## config.mk

```make
export PLATFORM = sky130hd
export DESIGN_NAME = systolic_feeder_flat
export DESIGN_NICKNAME = d
export VERILOG_FILES = /design/src/rtl/systolic_feeder_if.sv /design/src/rtl/systolic_feeder.sv /design/src/flat_wrapper.sv
export SDC_FILE = /design/constraint.sdc
export NUM_CORES = 1
export LEC_CHECK = 0
export BUFFER_PORTS_ARGS = -buffer_cell sky130_fd_sc_hd__buf_2
export CAP_MARGIN = 10
export CORE_ASPECT_RATIO = 0.75
export CORE_MARGIN = 2
export CORE_UTILIZATION = 55
export CTS_BUF_LIST = sky130_fd_sc_hd__clkbuf_16
export DETAILED_ROUTE_END_ITERATION = 7
export HOLD_SLACK_MARGIN = 0.15
export PLACE_DENSITY = 0.75
export SLEW_MARGIN = 10
export SYNTH_ARGS = -nofsm -noshare
export SYNTH_HDL_FRONTEND = slang
export SYNTH_SLANG_ARGS = --single-unit
```

## constraint.sdc

```tcl
create_clock -name clk -period 5 [get_ports clk]
set_input_delay 1 -clock clk [delete_from_list [all_inputs] [get_ports clk]]
set_output_delay 1 -clock clk [all_outputs]
set_load 0.03 [all_outputs]
```

## src/rtl/systolic_feeder_if.sv

```systemverilog
// Load/edge/completion signal bundle between the systolic feeder, its operand
// source, the N x N MAC array edges and the downstream result reader.
interface systolic_feeder_if #(
  parameter int DATA_SIZE = 8,
  parameter int N         = 4
);
  logic                   in_valid;
  logic                   in_ready;
  logic [N*DATA_SIZE-1:0] in_a_col;
  logic [N*DATA_SIZE-1:0] in_b_row;
  logic                   pe_clear;
  logic                   edge_valid;
  logic [N*DATA_SIZE-1:0] a_edge;
  logic [N*DATA_SIZE-1:0] b_edge;
  logic                   done;
  logic                   done_ack;

  // Feeder side.
  modport master (
    input  in_valid, in_a_col, in_b_row, done_ack,
    output in_ready, pe_clear, edge_valid, a_edge, b_edge, done
  );

  // Source / array / reader side.
  modport slave (
    output in_valid, in_a_col, in_b_row, done_ack,
    input  in_ready, pe_clear, edge_valid, a_edge, b_edge, done
  );
endinterface

```

## src/rtl/systolic_feeder.sv

```systemverilog
// Buffers an N x N tile of A (columns) and B (rows) and streams it into the
// systolic array edges with diagonal skew. SYSTOLIC_FEEDER_DBUF_EN enables ping-pong buffering.
module systolic_feeder #(
  parameter int DATA_SIZE = 8,
  parameter int N         = 4
) (
  input  logic              clk,
  input  logic              reset,
  systolic_feeder_if.master bus
);
  localparam int KW     = $clog2(N);
  localparam int TW     = $clog2(3*N);
  localparam int T_LAST = 3*N - 3;
  localparam int W      = N*DATA_SIZE;

  typedef enum logic [1:0] {S_LOAD, S_CLEAR, S_STREAM, S_DONE} state_t;

  state_t                state_q, state_d;
  logic [TW-1:0]         t_q, t_d;
  logic [KW-1:0]         beat_q, beat_d;
  logic                  wr_q, wr_d;
  logic                  rd_q, rd_d;
  logic [W-1:0]          a_edge_q, a_edge_d;
  logic [W-1:0]          b_edge_q, b_edge_d;
  logic                  in_ready_s;
  logic                  wr_fire_s;
  logic                  wr_last_s;
  logic [DATA_SIZE-1:0]  a_mem_q [2][N][N];
  logic [DATA_SIZE-1:0]  b_mem_q [2][N][N];

`ifdef SYSTOLIC_FEEDER_DBUF_EN
  logic [1:0]            full_q, full_d;
  logic                  release_s;

  assign in_ready_s = ~full_q[wr_q];
  assign release_s  = (state_q == S_DONE) && bus.done_ack;
`else
  assign in_ready_s = (state_q == S_LOAD);
`endif

  assign wr_fire_s = bus.in_valid && in_ready_s;
  assign wr_last_s = wr_fire_s && (beat_q == KW'(N-1));

  // Tile buffer write: beat k fills column k of A and row k of B.
  always_ff @(posedge clk) begin
    if (wr_fire_s) begin
      for (int i = 0; i < N; i++) begin
        a_mem_q[wr_q][i][beat_q] <= bus.in_a_col[i*DATA_SIZE +: DATA_SIZE];
        b_mem_q[wr_q][beat_q][i] <= bus.in_b_row[i*DATA_SIZE +: DATA_SIZE];
      end
    end
  end

  // Beat counter and write-bank bookkeeping.
  always_comb begin
    beat_d = beat_q;
    wr_d   = wr_q;
    if (wr_fire_s) begin
      beat_d = wr_last_s ? '0 : beat_q + 1'b1;
    end else begin
      beat_d = beat_q;
    end
`ifdef SYSTOLIC_FEEDER_DBUF_EN
    full_d = full_q;
    if (release_s) begin
      full_d[rd_q] = 1'b0;
    end else begin
      full_d[rd_q] = full_q[rd_q];
    end
    // The bank being released is never the one being completed.
    if (wr_last_s) begin
      full_d[wr_q] = 1'b1;
      wr_d         = ~wr_q;
    end else begin
      wr_d         = wr_q;
    end
`endif
  end

  // FSM next state, stream counter and read-bank selection.
  always_comb begin
    state_d = state_q;
    t_d     = t_q;
    rd_d    = rd_q;
    case (state_q)
      S_LOAD: begin
        if (wr_last_s) state_d = S_CLEAR;
        else           state_d = S_LOAD;
      end
      S_CLEAR: begin
        state_d = S_STREAM;
        t_d     = '0;
      end
      S_STREAM: begin
        if (t_q == TW'(T_LAST)) state_d = S_DONE;
        else                    t_d     = t_q + 1'b1;
      end
      S_DONE: begin
        if (bus.done_ack) begin
`ifdef SYSTOLIC_FEEDER_DBUF_EN
          rd_d = ~rd_q;
          if (full_q[~rd_q] || (wr_last_s && (wr_q != rd_q))) state_d = S_CLEAR;
          else                                                 state_d = S_LOAD;
`else
          state_d = S_LOAD;
`endif
        end else begin
          state_d = S_DONE;
        end
      end
      default: begin
        state_d = S_LOAD;
        t_d     = '0;
      end
    endcase
  end

  // Skewed edge operands for the upcoming stream cycle; lanes outside the diagonal are zero.
  always_comb begin
    a_edge_d = '0;
    b_edge_d = '0;
    if (state_d == S_STREAM) begin
      for (int x = 0; x < N; x++) begin
        if ((int'(t_d) >= x) && ((int'(t_d) - x) < N)) begin
          a_edge_d[x*DATA_SIZE +: DATA_SIZE] = a_mem_q[rd_q][x][KW'(int'(t_d) - x)];
          b_edge_d[x*DATA_SIZE +: DATA_SIZE] = b_mem_q[rd_q][KW'(int'(t_d) - x)][x];
        end else begin
          a_edge_d[x*DATA_SIZE +: DATA_SIZE] = '0;
          b_edge_d[x*DATA_SIZE +: DATA_SIZE] = '0;
        end
      end
    end else begin
      a_edge_d = '0;
      b_edge_d = '0;
    end
  end

  // State and output registers.
  always_ff @(posedge clk or posedge reset) begin
    if (reset) begin
      state_q  <= S_LOAD;
      t_q      <= '0;
      beat_q   <= '0;
      wr_q     <= 1'b0;
      rd_q     <= 1'b0;
      a_edge_q <= '0;
      b_edge_q <= '0;
`ifdef SYSTOLIC_FEEDER_DBUF_EN
      full_q   <= 2'b00;
`endif
    end else begin
      state_q  <= state_d;
      t_q      <= t_d;
      beat_q   <= beat_d;
      wr_q     <= wr_d;
      rd_q     <= rd_d;
      a_edge_q <= a_edge_d;
      b_edge_q <= b_edge_d;
`ifdef SYSTOLIC_FEEDER_DBUF_EN
      full_q   <= full_d;
`endif
    end
  end

  assign bus.in_ready   = in_ready_s;
  assign bus.pe_clear   = (state_q == S_CLEAR);
  assign bus.edge_valid = (state_q == S_STREAM);
  assign bus.done       = (state_q == S_DONE);
  assign bus.a_edge     = a_edge_q;
  assign bus.b_edge     = b_edge_q;
endmodule

```

## src/flat_wrapper.sv

```systemverilog
// flat-port wrapper written by rule: the top's interface ports become plain ports
module systolic_feeder_flat 
#(
  parameter int DATA_SIZE = 8,
  parameter int N         = 4
)
  (clk, reset, bus_in_valid, bus_in_a_col, bus_in_b_row, bus_done_ack, bus_in_ready, bus_pe_clear, bus_edge_valid, bus_a_edge, bus_b_edge, bus_done);
  systolic_feeder_if #(.DATA_SIZE(DATA_SIZE), .N(N)) bus_i ();
  input  logic clk;
  input  logic reset;
  input wire logic [$bits(bus_i.in_valid)-1:0] bus_in_valid;
  input wire logic [$bits(bus_i.in_a_col)-1:0] bus_in_a_col;
  input wire logic [$bits(bus_i.in_b_row)-1:0] bus_in_b_row;
  input wire logic [$bits(bus_i.done_ack)-1:0] bus_done_ack;
  output wire logic [$bits(bus_i.in_ready)-1:0] bus_in_ready;
  output wire logic [$bits(bus_i.pe_clear)-1:0] bus_pe_clear;
  output wire logic [$bits(bus_i.edge_valid)-1:0] bus_edge_valid;
  output wire logic [$bits(bus_i.a_edge)-1:0] bus_a_edge;
  output wire logic [$bits(bus_i.b_edge)-1:0] bus_b_edge;
  output wire logic [$bits(bus_i.done)-1:0] bus_done;
  assign bus_i.in_valid = bus_in_valid;
  assign bus_i.in_a_col = bus_in_a_col;
  assign bus_i.in_b_row = bus_in_b_row;
  assign bus_i.done_ack = bus_done_ack;
  assign bus_in_ready = bus_i.in_ready;
  assign bus_pe_clear = bus_i.pe_clear;
  assign bus_edge_valid = bus_i.edge_valid;
  assign bus_a_edge = bus_i.a_edge;
  assign bus_b_edge = bus_i.b_edge;
  assign bus_done = bus_i.done;
  systolic_feeder #(.DATA_SIZE(DATA_SIZE), .N(N)) u_core (.clk(clk), .reset(reset), .bus(bus_i));
endmodule
```

==> results.md <==
- Adder-cell area share of the yosys netlist: 0.0168
- Die height: 135 um
- Routability Congestion: 0.790
- 1st-pass router iterations: 4
- Status: finished clean
- VDD IR max: 0.000378 V
- Max-cap violations: 0
- Library cells used by synthesis: 54
- CP required: 5.40 ns
- Critical path type: register to register
- Reg clk slew, reported paths: 0.06 ns
- Warnings from Yosys: 0
- Global-route wire length before repair: 36.5 mm
- Final std cells w/o fill: 1,108
- Sequential share of the synthesized area: 0.750
- Synthesized cell area: approximately 13,000 um2
- Setup bufs post-CTS: 0
- Fin. max-slew vios: 0
- Tcrit/Tclk final: 0.772
- Leakage power: around 0.0055 uW
- Crit path DAT: 4.26 ns
- # IOs: 136
- Root buffer cell: clkbuf_16
- Filler cells: 1,579
- Vias: 6,199
- Largest family of logic cells by synthesized area: multiplexers
- Post-synthesis cell count: 633
- Syn_nets: between 700 and 800
- Drt drc: 0
- Post-DP HPWL: approximately 13 mm
- Initial core utilization: 0.554
- Worst relative slew slack: 0.157
- Final core occ: 0.638
- Average wire per standard cell: between 20 and 25 um
- Count of state elements after synthesis: 328
- Mean Syn Cell Area: between 15 and 20 um2
- CTS H-tree depth: 1
- Crit path capture type: register
- Post-Synth XOR/XNOR Area: 0.00198
- Commonest non-fill, non-tap cell in the layout: edfxtp_1
- Initial antenna violation count: 4
- Core Area: 22,800 um2
- CTS Buffer Depth: 3
- DR vias/cell: 5.59
- Most frequent cells in the layout: 256 x edfxtp_1, 135 x buf_2, 72 x dfrtp_1
- Hold WC Path Type: register to register
- Antenna viol nets, final: 0
- Power density over the cells: 665 nW/um2
- # setup viols final: 0
- RSZ-0062 raised after global routing: false
- Startpoint types: register
- Final hold vios: 0
- Nets: 865
- Largest net degree at the start of global routing: between 70 and 80
- Post-Route WL: around 23 mm
- Die width: 179 um
- Setup TNS: 0 ns
- Fmax: 0.259 GHz
- Hold buffers post-CTS: 0
- Area of the die: between 20,000 and 25,000 um2
- Post-CTS sizing: 0
- # rows: 48
- Number of global-route vias before repair: 6,591
- Complex-gate fraction of the synthesized area: 0.0267
- Post-route minimum period: 3.86 ns
- Post-Synth Simple-Gate Area: 0.0568
- GRT overflow: 0
- Clock Latency Late Sink: 0.55 ns
- CTS Buf Count: 31
- Synth-to-Final Area Change: 15.1%
- CTS sink count: 328
- Total track usage: 0.199
- CTS tree: done
- Critical path peak fanout: 54
- Worst Tran Pin Value: 1.26 ns
- Initial DRC Count: 355
- Clock skew: 0.0113 ns
- Share of cells above drive strength 1: 0.358
- IO Port Bufs: approximately 140
- Cell Count Post-Placement: 1,047
- Mux cell area share after synthesis: 0.124
-- power by group --
part | internal (uW) | switching (uW)
clock | 1280 | 948
combinational | 1510 | 2240
sequential | 3550 | 165
total | 6330 | 3360
-- through the flow --
stage	worst slack [ns]	area (um2)	hold slack, ns	total power, uW
detailed placement	1.14	13600	0.573	7560
CTS	1.13	14600	0.584	9800
finish	1.14	14600	0.595	9690
global route	0.861	14600	0.620	10200
floorplan	1.21	12700	0.519	6770
global placement	1.27	13600	0.536	7430
-- synthesized netlist by cell type, drive strengths merged --
master | count | area, um2
edfxtp | 256 | 7690
dfrtp | 72 | 1800
mux2i | 48 | 480
mux2 | 33 | 372
mux4 | 32 | 721
buf | 23 | 205
nor2 | 21 | 88.8
inv | 19 | 71.3
nor3 | 18 | 170
a211oi | 17 | 128
ha | 17 | 213
nor3b | 16 | 120
nor4b | 16 | 209
clkbuf | 5 | 18.8
and3 | 4 | 25.0
nand3 | 3 | 15.0
a2111oi | 2 | 25.0
a21oi | 2 | 10.0
a311oi | 2 | 41.3
and2 | 2 | 12.5
nand2 | 2 | 7.51
nand2b | 2 | 12.5
o21ai | 2 | 17.5
o311ai | 2 | 32.5
xnor2 | 2 | 25.0
a2111o | 1 | 11.3
a21boi | 1 | 7.51
a21o | 1 | 7.51
a31oi | 1 | 6.26
a32oi | 1 | 27.5
and2b | 1 | 7.51
and3b | 1 | 8.76
and4bb | 1 | 12.5
nand3b | 1 | 7.51
nand4 | 1 | 6.26
nand4b | 1 | 8.76
nor4 | 1 | 6.26
o22ai | 1 | 6.26
o311a | 1 | 10.0
o31ai | 1 | 7.51
-- path summary, 6_finish.rpt --
kind	startpoint	endpoint	slack, ns	depth (start not counted)
max	u_core.state_q[1]$_DFF_PP0_	u_core.bus.b_edge[31]$_DFF_PP0_	1.14	8
min	u_core.beat_q[0]$_DFFE_PP0P_	u_core.beat_q[0]$_DFFE_PP0P_	0.59	1
max reg2reg	u_core.state_q[1]$_DFF_PP0_	u_core.bus.b_edge[31]$_DFF_PP0_	1.14	8
min reg2reg	u_core.beat_q[0]$_DFFE_PP0P_	u_core.beat_q[0]$_DFFE_PP0P_	0.59	1
max in group asynchronous	reset	u_core.bus.a_edge[2]$_DFF_PP0_	3.64	2
min in group asynchronous	reset	u_core.bus.b_edge[28]$_DFF_PP0_	0.70	2
-- worst max-delay path, cell delays in order, from the launching register on --
cell and delay (ns):
dfrtp_1 0.43, inv_1 0.09, ha_1 0.40, and2_1 0.24, a211oi_4 0.25, buf_4 0.70, buf_4 0.78, mux4_2 0.58
nor3b_1 0.15
-- state kept, by name (all words and copies together), names as in the netlist --
signal / count
u_core.a_mem_q: 128
u_core.b_mem_q: 128
u_core.bus.a_edge: 32
u_core.bus.b_edge: 32
u_core.t_q: 4
u_core.beat_q: 2
u_core.state_q: 2
-- layer usage --
layer  vias up  wire [um]  global-route usage
met5         -         13                   0
met4         2        480              0.0444
met3        40       1370              0.0488
met2       153      11200               0.322
met1      3215      10300               0.277
li1       2789          -                   -
-- kinds of logic after synthesis --
logic type                 Yosys count
and+or+nand+nor                     91
muxes                              113
xor gates and xnor gates             2
adders and majority gates           17
DFF                                328
AOI/OAI and AO/OA                   35
buffers and inverters               47
-- final cells by class --
cell class,instances,area (um2),share of cell area
multi-input combinational,258,2910,0.200
timing repair buffer,142,732,0.0503
antenna,3,7.51,0.000515
tap,300,375,0.0258
clock buffer,31,776,0.0533
clock inverter,27,203,0.0139
sequential,328,9490,0.651
inverter,19,75.1,0.00515
Note: power is estimated with default switching activity, not from simulation.
